==> src/rtl/fp_pkg.sv <==
// Shared IEEE-754 single-precision field widths, special encodings and
// the sequential divider's state encoding.
package fp_pkg;

   localparam int EXP_W  = 8;
   localparam int FRAC_W = 23;
   localparam int BIAS   = 127;

   localparam logic [31:0] QNAN    = 32'h7FC0_0000;
   localparam logic [31:0] POS_INF = 32'h7F80_0000;

   typedef enum logic [2:0] {
      ST_IDLE  = 3'd0,
      ST_PREP  = 3'd1,
      ST_DIV   = 3'd2,
      ST_ROUND = 3'd3,
      ST_DONE  = 3'd4
   } div_state_t;

endpackage

==> src/rtl/fp_classify.sv <==
// Combinational operand classifier: zero (subnormals flushed), inf, NaN
// and the mantissa with its hidden bit restored.
module fp_classify
   import fp_pkg::*;
(
   input  logic [31:0]     op,
   output logic            sign,
   output logic            is_zero,
   output logic            is_inf,
   output logic            is_nan,
   output logic [FRAC_W:0] mant
);

   logic [EXP_W-1:0]  exp_s;
   logic [FRAC_W-1:0] frac_s;

   assign exp_s   = op[30:23];
   assign frac_s  = op[22:0];
   assign sign    = op[31];
   assign is_zero = (exp_s == 8'h00);
   assign is_inf  = (exp_s == 8'hFF) && (frac_s == 23'd0);
   assign is_nan  = (exp_s == 8'hFF) && (frac_s != 23'd0);
   assign mant    = {1'b1, frac_s};

endmodule

==> src/rtl/fdivider.sv <==
// Sequential single-precision divider, result = A / B, using radix-2
// restoring mantissa division (one quotient bit per cycle) and RNE rounding.
module fdivider #(
   parameter int BIAS = fp_pkg::BIAS
) (
   input  logic        clk,
   input  logic        reset_n,
   input  logic        in_valid,
   output logic        in_ready,
   input  logic [31:0] A,
   input  logic [31:0] B,
   output logic        out_valid,
   input  logic        out_ready,
   output logic [31:0] result,
   output logic        exception
);
   import fp_pkg::*;

   div_state_t  state_r;
   logic [31:0] a_r, b_r;
   logic [24:0] rem_r;
   logic [23:0] q_r;
   logic [4:0]  cnt_r;
   logic [9:0]  exp_r;
   logic        sign_r;

   logic        a_sign_s, a_zero_s, a_inf_s, a_nan_s;
   logic        b_sign_s, b_zero_s, b_inf_s, b_nan_s;
   logic [23:0] a_mant_s, b_mant_s;

   fp_classify u_class_a (
      .op(a_r), .sign(a_sign_s), .is_zero(a_zero_s), .is_inf(a_inf_s),
      .is_nan(a_nan_s), .mant(a_mant_s)
   );

   fp_classify u_class_b (
      .op(b_r), .sign(b_sign_s), .is_zero(b_zero_s), .is_inf(b_inf_s),
      .is_nan(b_nan_s), .mant(b_mant_s)
   );

   logic        sign_s, special_s, spec_exc_s, adj_s;
   logic [31:0] spec_res_s;
   logic [24:0] rem_init_s;
   logic [9:0]  exp_prep_s;

   // Operand classification, special-case results and normal-path setup.
   always_comb begin
      sign_s     = a_sign_s ^ b_sign_s;
      special_s  = 1'b1;
      spec_exc_s = 1'b0;
      spec_res_s = 32'd0;
      if (a_nan_s || b_nan_s || (a_zero_s && b_zero_s) || (a_inf_s && b_inf_s)) begin
         spec_res_s = QNAN;
         spec_exc_s = 1'b1;
      end else if (b_zero_s) begin
         spec_res_s = {sign_s, POS_INF[30:0]};
         spec_exc_s = 1'b1;
      end else if (a_zero_s || b_inf_s) begin
         spec_res_s = {sign_s, 31'd0};
      end else if (a_inf_s) begin
         spec_res_s = {sign_s, POS_INF[30:0]};
      end else begin
         special_s = 1'b0;
      end
      adj_s      = (a_mant_s < b_mant_s);
      rem_init_s = adj_s ? {a_mant_s, 1'b0} : {1'b0, a_mant_s};
      exp_prep_s = {2'b00, a_r[30:23]} - {2'b00, b_r[30:23]} + 10'(BIAS) - {9'd0, adj_s};
   end

   logic        rem_ge_s;
   logic [24:0] rem_sel_s, rem_next_s;

   // One restoring-division step.
   always_comb begin
      rem_ge_s = (rem_r >= {1'b0, b_mant_s});
      if (rem_ge_s) begin
         rem_sel_s = rem_r - {1'b0, b_mant_s};
      end else begin
         rem_sel_s = rem_r;
      end
      rem_next_s = rem_sel_s << 1;
   end

   logic        inc_s, frac_carry_s, round_exc_s;
   logic [22:0] frac_rnd_s;
   logic [9:0]  exp_fin_s;
   logic [31:0] round_res_s;

   // Round to nearest even and range-check the final exponent. The leading
   // quotient bit is always 1 and has already been shifted out of q_r.
   always_comb begin
      inc_s                      = q_r[0] & ((|rem_r) | q_r[1]);
      {frac_carry_s, frac_rnd_s} = {1'b0, q_r[23:1]} + {23'd0, inc_s};
      exp_fin_s                  = exp_r + {9'd0, frac_carry_s};
      round_exc_s                = 1'b0;
      if ($signed(exp_fin_s) >= 10'sd255) begin
         round_res_s = {sign_r, POS_INF[30:0]};
         round_exc_s = 1'b1;
      end else if ($signed(exp_fin_s) <= 10'sd0) begin
         round_res_s = {sign_r, 31'd0};
      end else begin
         round_res_s = {sign_r, exp_fin_s[7:0], frac_rnd_s};
      end
   end

   // Control FSM and datapath registers; out_valid rises the cycle after DONE is entered.
   always_ff @(posedge clk) begin
      if (!reset_n) begin
         state_r   <= ST_IDLE;
         in_ready  <= 1'b1;
         out_valid <= 1'b0;
         result    <= 32'd0;
         exception <= 1'b0;
         a_r       <= 32'd0;
         b_r       <= 32'd0;
         rem_r     <= 25'd0;
         q_r       <= 24'd0;
         cnt_r     <= 5'd0;
         exp_r     <= 10'd0;
         sign_r    <= 1'b0;
      end else begin
         case (state_r)
            ST_IDLE: begin
               if (in_valid) begin
                  a_r      <= A;
                  b_r      <= B;
                  in_ready <= 1'b0;
                  state_r  <= ST_PREP;
               end
            end
            ST_PREP: begin
               sign_r <= sign_s;
               if (special_s) begin
                  result    <= spec_res_s;
                  exception <= spec_exc_s;
                  state_r   <= ST_DONE;
               end else begin
                  rem_r   <= rem_init_s;
                  q_r     <= 24'd0;
                  cnt_r   <= 5'd0;
                  exp_r   <= exp_prep_s;
                  state_r <= ST_DIV;
               end
            end
            ST_DIV: begin
               rem_r <= rem_next_s;
               q_r   <= {q_r[22:0], rem_ge_s};
               cnt_r <= cnt_r + 5'd1;
               if (cnt_r == 5'd24) begin
                  state_r <= ST_ROUND;
               end
            end
            ST_ROUND: begin
               result    <= round_res_s;
               exception <= round_exc_s;
               state_r   <= ST_DONE;
            end
            ST_DONE: begin
               if (out_valid && out_ready) begin
                  out_valid <= 1'b0;
                  in_ready  <= 1'b1;
                  state_r   <= ST_IDLE;
               end else begin
                  out_valid <= 1'b1;
               end
            end
            default: begin
               state_r   <= ST_IDLE;
               in_ready  <= 1'b1;
               out_valid <= 1'b0;
            end
         endcase
      end
   end

endmodule

==> config.mk <==
export PLATFORM = sky130hd
export DESIGN_NAME = fdivider
export DESIGN_NICKNAME = d
export VERILOG_FILES = /design/src/rtl/fp_pkg.sv /design/src/rtl/fp_classify.sv /design/src/rtl/fdivider.sv
export SDC_FILE = /design/constraint.sdc
export NUM_CORES = 1
export LEC_CHECK = 0
export CAP_MARGIN = 0
export CORE_MARGIN = 5
export CORE_UTILIZATION = 50
export DETAILED_ROUTE_END_ITERATION = 10
export GPL_TIMING_DRIVEN = 0
export PLACE_DENSITY = 0.81
export SLEW_MARGIN = 30
export SYNTH_ARGS = -nofsm -noshare
export SYNTH_HDL_FRONTEND = slang
export SYNTH_SLANG_ARGS = --single-unit
==> constraint.sdc <==
create_clock -name clk -period 3.75 [get_ports clk]
set_input_delay 0.75 -clock clk [delete_from_list [all_inputs] [get_ports clk]]
set_output_delay 0.75 -clock clk [all_outputs]
set_load 0.02 [all_outputs]
==> reports/metrics.csv, run 1 <==
metric;value;unit
cts_buffers;17;
ys_ff_latch;167;
yosysTopAreaCell;dfxtp_1;
die_area;22160;µm²
cts_hold_buffers;0;
wire_per_inst;16.82;µm
first_global_vias;8755;
synth-edff-count;0;
yosysMostFrequentCell;nand2_1;
async_reset_ff_frac;0;
insertion_delay;0.44;ns
grt_max_degree;19;
tns;0;ns
finalMaxSlewViolations;0;
firstDrtPassIters;7;
die_h;148.9;µm
ys_seq_area_frac;0.3467;
drt-vias-per-instance;5.751;
drive_above_1_share;0.07220;
ant_nets;0;
hold_path.class;register to register;
syn_avg_cell_area;7.745;µm²
die_w;148.9;µm
synth_area;9643;µm²
p_leak;4.453;nW
ctsRootBufferMaster;clkbuf_16;
synth.cells.most_frequent;nand2_1 (251), a21oi_1 (174), dfxtp_1 (167), ha_1 (66), nor2_1 (63);
pwr_density_cell;508.0;nW/µm²
htree_levels;4;
synth_top_area_frac;0.3467;
vdd_drop_max;372.4;µV
start_util;0.5121;
drt-total-wl;27680;µm
worst_pin_slew;0.7808;ns
cp_max_fo;10;
slew_headroom;0.4776;
crit_required;4.11;ns
io_buffers;102;
hold_viol_final;0;
final_nets;1509;
clock_path_buffers;2;
clk_pin_slew;0.07;ns
post_synth_main_area_contributors;dfxtp_1 (35%), nand2_1 (9.8%), a21oi_1 (9.0%), ha_1 (8.6%), mux2i_1 (3.5%);
gr-usage-all-layers;0.2447;
critPathTopFamily;simple AND/OR/NAND/NOR gates;
post-place-ws;-0.7496;ns
setup_violations;0;
cts.sinks;167;
synthCells;1245;
num_rows;50;
detail_route.iter0.violations;803;
synth_fp_nets;1382;
drc;0;
period_minus_slack;3.636;ns
ys.flop_type;dfxtp_1;
io-pin-count;103;
maxCapViolations;0;
holdWs;0.4483;ns
clock_skew;0.01031;ns
antenna_found_initial;0;
path_class;register to register;
cts_tree;built;
cpPeakStageDelay;0.37;ns
startpoint_type;register;
place_congestion;0.9564;
ys_types;65;
path_buf_inv;1;
placed_cells;1607;
final_cell_count_no_fill;1645;
dpl.hpwl;20600;µm
antennaDiodeCount;0;
fillers;1598;
crit_path_end_kind;register;
core_area;18830;µm²
synthToLayoutAreaGrowth;23.02;%
grt_pass1_wl;43970;µm
finalCritPeriodShare;0.9695;
status;complete, no violations;
fmax;275.1;MHz
gr-total-overflow;0;
yosysWarnings;0;
vias;9461;
slowest_stage;dfxtp_4;
crit_chain;and3_1 -> and3_1 -> and2_4 -> nand2_1 -> or2_4 -> nor3_4 -> ha_4 -> ha_4 -> nand4_1 -> xnor2_2 -> nand4_1 -> o21ai_0 -> a21o_1 -> nand2b_1 -> or2_2 -> buf_4 -> o21ai_1;
setup_slack;0.1145;ns
worstPathArrival;4.00;ns
what timing repair did:
item	CTS	global route
gates cloned	0	0
pin swaps	4	9
resized for setup	27	39
endpoints found under the hold margin	0	0
buffers inserted	2	6
setup endpoints to repair	37	26
cell families (layout without fill, tap and decap cells):
kind of cell | Yosys count | count (layout) | share of synthesized area
AO/OA/AOI/OAI | 316 | 316 | 0.1929
multiplexers | 39 | 39 | 0.04113
XOR/XNOR | 66 | 66 | 0.05995
adder cells (fa/ha/maj) | 69 | 69 | 0.09186
flip-flops | 167 | 167 | 0.3467
AND/OR/NAND/NOR | 468 | 468 | 0.2171
buffers and inverters | 120 | 260 | 0.05034
flip-flops by register name, summed over array words and instances, names as in the netlist:
signal / count
cnt_r: 5
in_ready: 1
b_r: 32
out_valid: 1
a_r: 32
state_r: 3
exception: 1
q_r: 24
exp_r: 10
rem_r: 25
result: 32
sign_r: 1
worst paths after layout:
| kind | slack, ns | end | depth (start not counted) | from |
|---|---|---|---|---|
| max | 0.11 | result[14]$_SDFFE_PN0P_ | 17 | q_r[3]$_SDFFE_PN0P_ |
| min | 0.45 | result[19]$_SDFFE_PN0P_ | 2 | result[19]$_SDFFE_PN0P_ |
| max reg2reg | 0.11 | result[14]$_SDFFE_PN0P_ | 17 | q_r[3]$_SDFFE_PN0P_ |
| min reg2reg | 0.45 | result[19]$_SDFFE_PN0P_ | 2 | result[19]$_SDFFE_PN0P_ |
layout by cell type (no fill, tap or decap), drive strengths merged, types with 13 or more instances in the layout:
cell type and count:
inv 66, o22ai 16, nand3 46, dfxtp 167
xor2 31, nand2 251, a21oi 174, ha 66
xnor2 35, nor3 17, and3 13, clkdlybuf4s50 102
o21ai 58, buf 23, nor2 63, a21o 15
mux2i 34, clkbuf 62, nand4 20, nor4 18
worst reg2reg max path: cells and delay by family (launching register included):
family	cells	cell delay [ns]
AND/OR/NAND/NOR	10	1.92
AO/OA/AOI/OAI	3	0.50
flip-flops	1	0.37
adder cells (fa/ha/maj)	2	0.35
XOR/XNOR	1	0.21
buffers and inverters	1	0.19
where the power goes:
group          switching [mW]  leakage, nW  internal, mW
Clock                   0.829        0.297         0.957
Combinational            1.23         2.79         0.980
Sequential              0.137         1.36          1.89
metrics by stage:
step / cell area [µm²] / power (mW) / util
after floorplan: 9649 / 3.569 / -
after global placement: 11000 / 4.034 / 0.5839
after detailed placement: 11000 / 4.079 / 0.5842
after CTS: 11730 / 5.909 / 0.6227
after global routing: 11860 / 6.366 / 0.6300
final: 11860 / 6.027 / 0.6300
area by class of cell:
| cell class | count | area [µm²] | area share |
|---|---|---|---|
| clock inverters | 15 | 177.7 | 0.01498 |
| repair buffers | 110 | 1081 | 0.09113 |
| multi-input cells | 958 | 6000 | 0.5057 |
| clock buffers | 17 | 425.4 | 0.03586 |
| well taps | 260 | 325.3 | 0.02742 |
| flip-flops and latches | 167 | 3358 | 0.2831 |
| plain buffers | 60 | 277.8 | 0.02342 |
| inverters | 58 | 217.7 | 0.01835 |
metal layers:
| metal | part of all wire | vias up | routed length [µm] | global-route usage |
|---|---|---|---|---|
| li1 | - | 4606 | - | - |
| met1 | 0.41 | 4352 | 11430 | 0.3076 |
| met2 | 0.48 | 406 | 13220 | 0.4112 |
| met3 | 0.069 | 97 | 1897 | 0.04801 |
| met4 | 0.041 | 0 | 1139 | 0.1025 |
| met5 | 0 | - | 0 | 0 |
(Power assumes the default switching activity.)
==> inputs of run 2 (changes only) <==
==> constraint.sdc (replaced) <==
create_clock -name clk -period 3.75 [get_ports clk]
set_input_delay 0.375 -clock clk [delete_from_list [all_inputs] [get_ports clk]]
set_output_delay 0.375 -clock clk [all_outputs]
set_load 0.02 [all_outputs]
==> results of run 2 <==
Final layout, timing and power as in run 1 (identical DEF).
